===== src/rtl/ifetch_pkg.sv =====
// Shared types and constants for the instruction prefetch unit.
// FSM encoding is visible on state_o, so the values below are part of the interface.
package ifetch_pkg;

    localparam int IFETCH_STATE_W = 3;
    localparam int PC_INC         = 4;

    typedef enum logic [IFETCH_STATE_W-1:0] {
        INIT  = 3'd0,
        IDLE  = 3'd1,
        REQ   = 3'd2,
        WAIT  = 3'd3,
        FLUSH = 3'd4
    } state_t;

endpackage


===== src/rtl/ifetch_fifo.sv =====
// Prefetch buffer: DEPTH-entry circular queue of {pc, instr} with flush.
// Latency: a push is visible at the head on the next cycle; head is read straight from registered storage.
// Backpressure: none internally; the caller reserves a slot before pushing. Pop on empty is ignored.
module ifetch_fifo #(
    parameter int DEPTH = 4,
    parameter int W     = 64
) (
    input  logic                   clk,
    input  logic                   rst,
    input  logic                   i_push,
    input  logic [W-1:0]           i_push_dat,
    input  logic                   i_pop,
    input  logic                   i_flush,
    output logic [$clog2(DEPTH):0] o_count,
    output logic [W-1:0]           o_head_dat
);

    localparam int PTR_W = $clog2(DEPTH);
    localparam logic [PTR_W-1:0] PTR_ONE = PTR_W'(1);
    localparam logic [PTR_W:0]   CNT_ONE = (PTR_W + 1)'(1);

    logic [W-1:0]     r_mem [DEPTH];
    logic [PTR_W-1:0] r_wr_ptr;
    logic [PTR_W-1:0] r_rd_ptr;
    logic [PTR_W:0]   r_count;
    logic             w_pop;

    assign w_pop = i_pop && (r_count != '0);

    always_ff @(posedge clk or negedge rst) begin
        if (!rst) begin
            r_wr_ptr <= '0;
            r_rd_ptr <= '0;
            r_count  <= '0;
            for (int i = 0; i < DEPTH; i++) begin
                r_mem[i] <= '0;
            end
        end else if (i_flush) begin
            r_wr_ptr <= '0;
            r_rd_ptr <= '0;
            r_count  <= '0;
        end else begin
            if (i_push) begin
                r_mem[r_wr_ptr] <= i_push_dat;
                r_wr_ptr        <= r_wr_ptr + PTR_ONE;
            end
            if (w_pop) begin
                r_rd_ptr <= r_rd_ptr + PTR_ONE;
            end
            case ({i_push, w_pop})
                2'b10:   r_count <= r_count + CNT_ONE;
                2'b01:   r_count <= r_count - CNT_ONE;
                default: r_count <= r_count;
            endcase
        end
    end

    assign o_count    = r_count;
    assign o_head_dat = r_mem[r_rd_ptr];

endmodule


===== src/rtl/instruction_prefetch_unit.sv =====
// Fetch front-end: sequential single-outstanding bus reads queued with PCs, handed to decode on valid/ready.
// Latency: first instruction valid after the 4th rising edge post-reset on a zero-wait bus; 1 word per 2 cycles.
// Backpressure: fetch idles while the buffer is full; bus_busy_i holds the request. IFETCH_ALIGN_CHK_EN traps misaligned redirects.
module instruction_prefetch_unit
    import ifetch_pkg::*;
#(
    parameter int                ADDR_W   = 32,
    parameter int                DATA_W   = 32,
    parameter int                DEPTH    = 4,
    parameter logic [ADDR_W-1:0] RESET_PC = '0
) (
    input  logic                      clk,
    input  logic                      rst,
    input  logic                      redirect_i,
    input  logic [ADDR_W-1:0]         redirect_pc_i,
    input  logic                      instr_ready_i,
    output logic                      instr_valid_o,
    output logic [DATA_W-1:0]         instr_o,
    output logic [ADDR_W-1:0]         instr_pc_o,
    output logic                      bus_read_o,
    output logic [ADDR_W-1:0]         bus_adr_o,
    input  logic                      bus_busy_i,
    input  logic                      bus_ack_i,
    input  logic [DATA_W-1:0]         bus_data_i,
    output logic [IFETCH_STATE_W-1:0] state_o,
    output logic                      fetch_err_o
);

    localparam int CNT_W = $clog2(DEPTH) + 1;
    localparam logic [CNT_W-1:0]  DEPTH_CNT  = CNT_W'(DEPTH);
    localparam logic [CNT_W-1:0]  DEPTH_M1   = CNT_W'(DEPTH - 1);
    localparam logic [ADDR_W-1:0] PC_STEP    = ADDR_W'(PC_INC);
    localparam logic [ADDR_W-1:0] ALIGN_MASK = ~ADDR_W'(3);

    state_t                     r_state;
    state_t                     w_state_nxt;
    logic [ADDR_W-1:0]          r_fetch_pc;
    logic [ADDR_W-1:0]          w_fetch_pc_nxt;
    logic [ADDR_W-1:0]          w_redir_pc;
    logic [CNT_W-1:0]           w_count;
    logic [ADDR_W+DATA_W-1:0]   w_head;
    logic                       w_redir;
    logic                       w_valid;
    logic                       w_pop;
    logic                       w_push;
    logic                       w_full;
    logic                       w_room_after_push;
    logic                       w_err;

    // Redirect is ignored in INIT so the first cycle after reset always starts clean.
    assign w_redir = redirect_i && (r_state != INIT);

`ifdef IFETCH_ALIGN_CHK_EN
    logic r_err;

    assign w_redir_pc = redirect_pc_i;

    always_ff @(posedge clk or negedge rst) begin
        if (!rst) begin
            r_err <= 1'b0;
        end else if (w_redir) begin
            r_err <= (redirect_pc_i[1:0] != 2'b00);
        end
    end

    assign w_err = r_err;
`else
    assign w_redir_pc = redirect_pc_i & ALIGN_MASK;
    assign w_err      = 1'b0;
`endif

    assign w_valid = (w_count != '0);
    assign w_pop   = w_valid && instr_ready_i && !w_redir;
    assign w_push  = (r_state == WAIT) && bus_ack_i && !w_redir;
    assign w_full  = (w_count == DEPTH_CNT);
    // After this push, is there still a free slot to reserve for the next read?
    assign w_room_after_push = (w_count < DEPTH_M1) || w_pop;

    always_comb begin
        w_state_nxt    = r_state;
        w_fetch_pc_nxt = r_fetch_pc;
        case (r_state)
            INIT: w_state_nxt = IDLE;
            IDLE: begin
                if (!w_redir && !w_full && !w_err) w_state_nxt = REQ;
            end
            REQ: begin
                if (w_redir)          w_state_nxt = bus_busy_i ? IDLE : FLUSH;
                else if (!bus_busy_i) w_state_nxt = WAIT;
            end
            WAIT: begin
                if (w_redir)        w_state_nxt = bus_ack_i ? IDLE : FLUSH;
                else if (bus_ack_i) w_state_nxt = w_room_after_push ? REQ : IDLE;
            end
            FLUSH: begin
                if (bus_ack_i) w_state_nxt = IDLE;
            end
            default: w_state_nxt = INIT;
        endcase
        if (w_redir)     w_fetch_pc_nxt = w_redir_pc;
        else if (w_push) w_fetch_pc_nxt = r_fetch_pc + PC_STEP;
    end

    always_ff @(posedge clk or negedge rst) begin
        if (!rst) begin
            r_state    <= INIT;
            r_fetch_pc <= RESET_PC;
        end else begin
            r_state    <= w_state_nxt;
            r_fetch_pc <= w_fetch_pc_nxt;
        end
    end

    ifetch_fifo #(
        .DEPTH (DEPTH),
        .W     (ADDR_W + DATA_W)
    ) u_fifo (
        .clk        (clk),
        .rst        (rst),
        .i_push     (w_push),
        .i_push_dat ({r_fetch_pc, bus_data_i}),
        .i_pop      (w_pop),
        .i_flush    (w_redir),
        .o_count    (w_count),
        .o_head_dat (w_head)
    );

    assign instr_valid_o             = w_valid;
    assign {instr_pc_o, instr_o}     = w_head;
    assign bus_read_o                = (r_state == REQ);
    assign bus_adr_o                 = (r_state == REQ) ? r_fetch_pc : '0;
    assign state_o                   = r_state;
    assign fetch_err_o               = w_err;

endmodule


===== config.mk =====
export PLATFORM = sky130hd
export DESIGN_NAME = instruction_prefetch_unit
export DESIGN_NICKNAME = d
export VERILOG_FILES = /design/src/rtl/ifetch_pkg.sv /design/src/rtl/ifetch_fifo.sv /design/src/rtl/instruction_prefetch_unit.sv
export SDC_FILE = /design/constraint.sdc
export NUM_CORES = 1
export LEC_CHECK = 0
export CAP_MARGIN = 40
export CORE_ASPECT_RATIO = 0.7
export CORE_MARGIN = 3
export CORE_UTILIZATION = 50
export CTS_CLUSTER_SIZE = 25
export DETAILED_ROUTE_END_ITERATION = 7
export GPL_TIMING_DRIVEN = 0
export HOLD_SLACK_MARGIN = 0.03
export PLACE_DENSITY = 0.76
export SLEW_MARGIN = 5
export SYNTH_ARGS = -nofsm -noshare
export SYNTH_HDL_FRONTEND = slang
export SYNTH_SLANG_ARGS = --single-unit

===== constraint.sdc =====
create_clock -name clk -period 2.8 [get_ports clk]
set_clock_uncertainty 0.2 [all_clocks]
set_input_delay 0.56 -clock clk [delete_from_list [all_inputs] [get_ports clk]]
set_output_delay 0.56 -clock clk [all_outputs]
set_load 0.01 [all_outputs]

**After elaboration in Yosys (flattened, before gate mapping)**

Index checks and enable logic that the tools add are counted.

- Bits in registers: 298
- Logic and storage cells: 76
- Latch bits: 0
- Bits of input ports: 70
- Memories kept: 0
- ROM bits: 0
- Output and inout port bits: 102
- RAM bits: 0

- Bitwise logic cells: 3
- Eq/ne operators: 11
- Multipliers: 0
- Reduce and logical (&&, ||, !) cells: 19
- Add/sub/neg operators: 5
- Multiplexer cells: 25
- Order comparisons: 4
- Divide/modulo/power cells: 0
- Shift-type cells: 0

Operator list:

| kind | number |
|---|---|
| $bwmux W256 | 1 |
| $mux W64 | 3 |
| $bmux W64 S2 | 1 |
| $demux W64 S2 | 1 |
| $mux W32 | 3 |
| $add A32 B3 Y32 const B | 1 |
| $mux W3 | 9 |
| $pmux W3 S5 | 1 |
| $mux W2 | 5 |
| $reduce_bool A3 Y1 | 3 |
| $logic_and A1 B1 Y1 | 8 |
| $eq A3 B2 Y1 const B | 2 |
| $eq A3 B3 Y1 const B | 2 |
| $ge A3 B3 Y1 const B | 2 |
| $not A2 Y3 | 2 |
| $pmux W3 S2 | 1 |
| $add A2 B1 Y2 const B | 2 |
| $ne A2 B2 Y1 const B | 2 |
| $reduce_and A4 Y1 | 1 |
| $reduce_bool A2 Y1 | 2 |
| $add A3 B1 Y3 const B | 1 |
| $eq A3 B1 Y1 const B | 1 |
| $logic_not A3 Y1 | 1 |
| $lt A3 B1 Y1 const B | 1 |
| 10 further kinds | 11 |

**Longest topological paths before layout**

- Depth in word-level cells: 9
- Gate-level depth with buffers: 10
- Depth with buffers taken out: 8

**Cells and area by module**

A second synthesis with hierarchy kept.

- Cell total of the unflattened synthesis: 966
- Area, all modules: 15218.3 sq um

Modules (own cells, without submodules):

| module | instances | cells an instance | area each (sq um) |
|---|---|---|---|
| ifetch_fifo | 1 | 666 | 12761.0 |
| instruction_prefetch_unit | 1 | 300 | 2457.4 |

**Worst setup path after synthesis**

OpenSTA, ideal clock, no wires.

- Path kind: input to register
- Start: in redirect_i
- End: reg u_fifo.r_count[2] (netlist: u_fifo.o_count[2])
- Stages on the path: 9
- Path buffers: 2
- Required time: 2522 ps
- Arrival time: 2690 ps
- Path slack: -168 ps
- Cell sequence: clkbuf_1 nor4b_4 inv_2 clkbuf_1 ha_1 fa_1 xnor2_1 or3_1 a21oi_1

- Word-level cells in the longest chain between the ends: 7
- Elaborated cells on any way between the ends: 10
- Classes of those cells: eq/ne (2); mux (2); reduce/logical (6)

Ends and longest elaborated chain:

| what | line | RTL |
|---|---|---|
| from (decl) | instruction_prefetch_unit.sv:14 | `input logic redirect_i,` |
| $logic_and A1 B1 Y1 * | instruction_prefetch_unit.sv:51 | `assign w_redir = redirect_i && (r_state != INIT);` |
| $logic_not A1 Y1 | instruction_prefetch_unit.sv:73, instruction_prefetch_unit.sv:74 |  |
| $logic_and A1 B1 Y1 | instruction_prefetch_unit.sv:73 | `assign w_pop = w_valid && instr_ready_i && !w_redir;` |
| $logic_and A1 B1 Y1 | ifetch_fifo.sv:28 | `assign w_pop = i_pop && (r_count != '0);` |
| $eq A2 B1 Y1 or $eq A2 B2 Y1 (tied branches) | ifetch_fifo.sv:50 | `case ({i_push, w_pop})` |
| $pmux W3 S2 | ifetch_fifo.sv:50 |  |
| $mux W3 | ifetch_fifo.sv:38 | `end else if (i_flush) begin` |
| to (signal assigned) | ifetch_fifo.sv:51 | `2'b10: r_count <= r_count + CNT_ONE;` |
| to (signal assigned) | ifetch_fifo.sv:52 | `2'b01: r_count <= r_count - CNT_ONE;` |
| to (signal assigned) | ifetch_fifo.sv:53 | `default: r_count <= r_count;` |
| to (decl) | ifetch_fifo.sv:25 | `logic [PTR_W:0] r_count;` |

Every way passes the cells marked *; elsewhere a longest branch is shown, timed or not.
A chain may end at the register's enable or synchronous reset.

**Worst setup path in the final report**

- Start: reg u_fifo.r_rd_ptr[0]
- End: out instr_o[4]

- Word-level cells in the longest chain between the ends: 4

Ends and longest elaborated chain:

| what | line | RTL |
|---|---|---|
| from (decl) | ifetch_fifo.sv:24 | `logic [PTR_W-1:0] r_rd_ptr;` |
| from (signal assigned) | ifetch_fifo.sv:48 | `r_rd_ptr <= r_rd_ptr + PTR_ONE;` |
| $not A2 Y3 (not written as such) | ifetch_fifo.sv:59 | `assign o_head_dat = r_mem[r_rd_ptr];` |
| $bmux W64 S2 | ifetch_fifo.sv:59 |  |
| $mux W64 (not written as such) (2 in series) | ifetch_fifo.sv:59 |  |
| to (decl) | instruction_prefetch_unit.sv:18 | `output logic [DATA_W-1:0] instr_o,` |

Every way passes these cells. The select of a mux whose other input is x is not followed.

==> impl_metrics.tcl <==
set metrics [dict create \
    min_delay_worst_endpoint "state_o[0]$_DFFE_PN0P_" \
    die_h_um 143 \
    grt_use_total_pct 23.6 \
    drcViolationCount 0 \
    clk_path_buf_depth 3 \
    dpl.cell_count 1473 \
    synth_ff_type "dfrtp_1" \
    io_buffers 163 \
    drtIter0Drc 614 \
    hold_viol 0 \
    failed_checks "negative setup slack" \
    num_rows 49 \
    rsz0062_at_grt "true" \
    yosysUniqueCellTypes 50 \
    synthAdderAreaFrac_pct 0.713 \
    synth_top_area_share_pct 54.0 \
    totalWireLength_um 34100 \
    coreArea_mm2 0.0260 \
    grt_pass1_wl_um 53600 \
    root_buffer "clkbuf_16" \
    syn_area_mm2 0.0133 \
    multiInputGateArea_mm2 0.00583 \
    die_w_um 201 \
    async_flop_share_pct 100 \
    finalInstanceArea_mm2 0.0169 \
    synth_common_cells "288 x dfrtp_1, 241 x mux2_2, 62 x mux4_2, 43 x nand2_1, 41 x clkbuf_1" \
    status "finished with violations" \
    cts_sinks 288 \
    htreeDepth 1 \
    synth_top_area_cell "dfrtp_1" \
    yosys.area_share.simple_pct 6.15 \
    synthCells 947 \
    max_cap_violations 0 \
    clock_latency_ns 0.54 \
    drive_gt1_share_pct 46.1 \
    p_leak_uw 0.00790 \
    drv_slew 0 \
    rr_endpoint "u_fifo.o_count[2]$_DFFE_PN0P_" \
    holdWs_ns 0.264 \
    fill_cells 1966 \
    rr_startpoint "state_o[2]$_DFFE_PN0P_" \
    fmax_mhz 351 \
    setup_viol 15 \
    placed_area_mm2 0.0155 \
    cp.arrival_ns 2.09 \
    antenna_found_initial 1 \
    num_io_pins 172 \
    dieArea_mm2 0.0287 \
    diodes 0 \
    yosysMostFrequentCell "dfrtp_1" \
    grt_pass1_vias 9384 \
    wl_per_cell_um 21.9 \
    crit_required_ns 2.04 \
    drtPass1Iterations 7 \
    maxSlewHeadroom_pct 52.6 \
    setup_slack_ns -0.0469 \
    fin_crit_ns 2.85 \
    worst_hold_startpoint "redirect_i" \
    cts_tree "done" \
    critPathCaptureType "output pin" \
    grt_max_degree 118 \
    place.gp.congestion 0.912 \
    overflow 0 \
    clk_pin_slew_worst_paths_ns 0.06 \
    r2r_cells 11 \
    ir_worst_vdd_mv 0.539 \
    synth_seq_cells 288 \
    finalCritPeriodShare_pct 102 \
    post-place-ws_ns -0.784 \
    reg2reg_slack_ns 0.13 \
    start_kind "register" \
    tightest_slew_ns 0.712 \
    synth_area_leaders "dfrtp_1 54%, mux2_2 20%, mux4_2 10%, and2_1 1.5%, o21ai_0 1.2%" \
    register_area_mm2 0.00721 \
    cp_max_fo 5 \
    synth.area.mux_share_pct 31.0 \
    synth_edf_count 0 \
    area_growth_pct 26.9 \
    hp-class "in2reg" \
    holdPathStages 3 \
    synthXorXnorAreaFrac_pct 0.722 \
    ant_nets 0 \
    final_cells 1555 \
    start_util_pct 51.3 \
    hpwl_um 22300 \
    critical_path_class "reg2out" \
    power_density_mw_per_mm2 911 \
    synth_top_family_by_area "multiplexers" \
    viasPerCell 5.79 \
    cts_buffers 28 \
    synth_compound_area_share_pct 4.51 \
    postSynthAreaPerCell_um2 14.1 \
    yosysSeqAreaShare_pct 54.0 \
    utilization_pct 65.1 \
    ys_warn_count 0 \
    num_vias 9004 \
    fin_nets 1253 \
]
## placed cells by master (no fill, tap or decap), types with 7 or more instances in the layout
| cell | synthesis | routed |
|---|---|---|
| nand3_1 | 18 | 18 |
| clkbuf_8 | 0 | 11 |
| buf_8 | 0 | 8 |
| nand2_1 | 43 | 43 |
| buf_12 | 0 | 11 |
| clkbuf_16 | 0 | 29 |
| clkdlybuf4s50_1 | 0 | 69 |
| o311ai_0 | 9 | 9 |
| clkbuf_2 | 0 | 13 |
| o21ai_0 | 33 | 33 |
| buf_2 | 32 | 70 |
| nor2_1 | 23 | 22 |
| buf_6 | 0 | 37 |
| and2_1 | 32 | 23 |
| clkbuf_4 | 0 | 7 |
| a21oi_1 | 12 | 12 |
| and2_4 | 0 | 9 |
| mux2_2 | 241 | 241 |
| a221o_1 | 7 | 7 |
| buf_4 | 5 | 20 |
| mux4_2 | 62 | 62 |
| dfrtp_1 | 288 | 286 |
| a31oi_1 | 11 | 11 |
| clkbuf_1 | 41 | 29 |
## layout make-up
class | count | area share (%)
flip-flops and latches | 288 | 42.6
multi-input cells | 575 | 34.5
repair buffers | 198 | 11.1
clock buffers | 40 | 4.94
plain buffers | 78 | 3.15
well taps | 357 | 2.64
clock inverters | 12 | 0.976
inverters | 7 | 0.170
## critical path, cell delays in order, from the launching register on
cell     delay (ns)
dfrtp_4        0.51
buf_8          0.15
buf_12         0.13
buf_12         0.13
mux4_2         0.47
buf_6          0.15
## logic make-up (layout without fill, tap and decap cells)
logic type | after synthesis | in the layout
mux | 305 | 305
flops | 288 | 288
simple gates | 155 | 155
compound gates | 92 | 92
buf+inv | 88 | 335
xor+xnor | 11 | 11
fa+ha+maj | 7 | 7
other cells | 1 | 5
## metal layers
metal | wire length, um | part of all wire, % | global-route usage (%) | vias to the layer above
met4 | 777 | 2.3 | 6.02 | 2
met5 | 13 | 0.038 | 0 | -
li1 | - | - | - | 3944
met1 | 15700 | 46 | 35.2 | 4709
met2 | 15400 | 45 | 36.0 | 300
met3 | 2200 | 6.4 | 4.90 | 49
## state kept, by name, summed over array words and instances, names as in the netlist
register / cells
state_o: 3
u_fifo.o_count: 3
u_fifo.r_mem: 248
r_fetch_pc: 30
u_fifo.r_wr_ptr: 2
u_fifo.r_rd_ptr: 2
## worst max path at each step
stage / to / startpoint / depth (start not counted) / slack [ns]
floorplan: u_fifo.o_count[2]$_DFFE_PN0P_ / redirect_i / 9 / 0.002
detailed placement: u_fifo.o_count[2]$_DFFE_PN0P_ / bus_ack_i / 9 / -0.78
global route: instr_o[4] / u_fifo.r_rd_ptr[0]$_DFFE_PN0P_ / 5 / -0.1
CTS: instr_o[17] / u_fifo.r_rd_ptr[0]$_DFFE_PN0P_ / 6 / -0.15
global placement: u_fifo.r_mem[206]$_DFFE_PN0P_ / rst / 1 / -11.41
finish: instr_o[4] / u_fifo.r_rd_ptr[0]$_DFFE_PN0P_ / 5 / -0.05
## report_power, final
part	internal [uW]	switching (uW)	total [uW]
Sequential	5280	721	6000
Combinational	2880	2450	5330
Clock	2440	1640	4080
Total	10600	4810	15400
## timing repair
item                                    CTS  global route
buffers inserted                         23             7
gates cloned                              7             0
pin swaps                                 0             1
gates resized for setup                 417            61
hold buffers                              1             0
endpoints found under the setup margin   95            87
hold endpoints to repair                 55             0
## metrics by stage
stage | setup TNS [ns] | total power [uW]
detailed placement | -120.60 | 11100
global route | -1.25 | 16200
floorplan | 0 | 8800
finish | -0.236 | 15400
global placement | -3398.95 | 11000
CTS | -1.65 | 15400
Power figures use the tool's default switching activity.
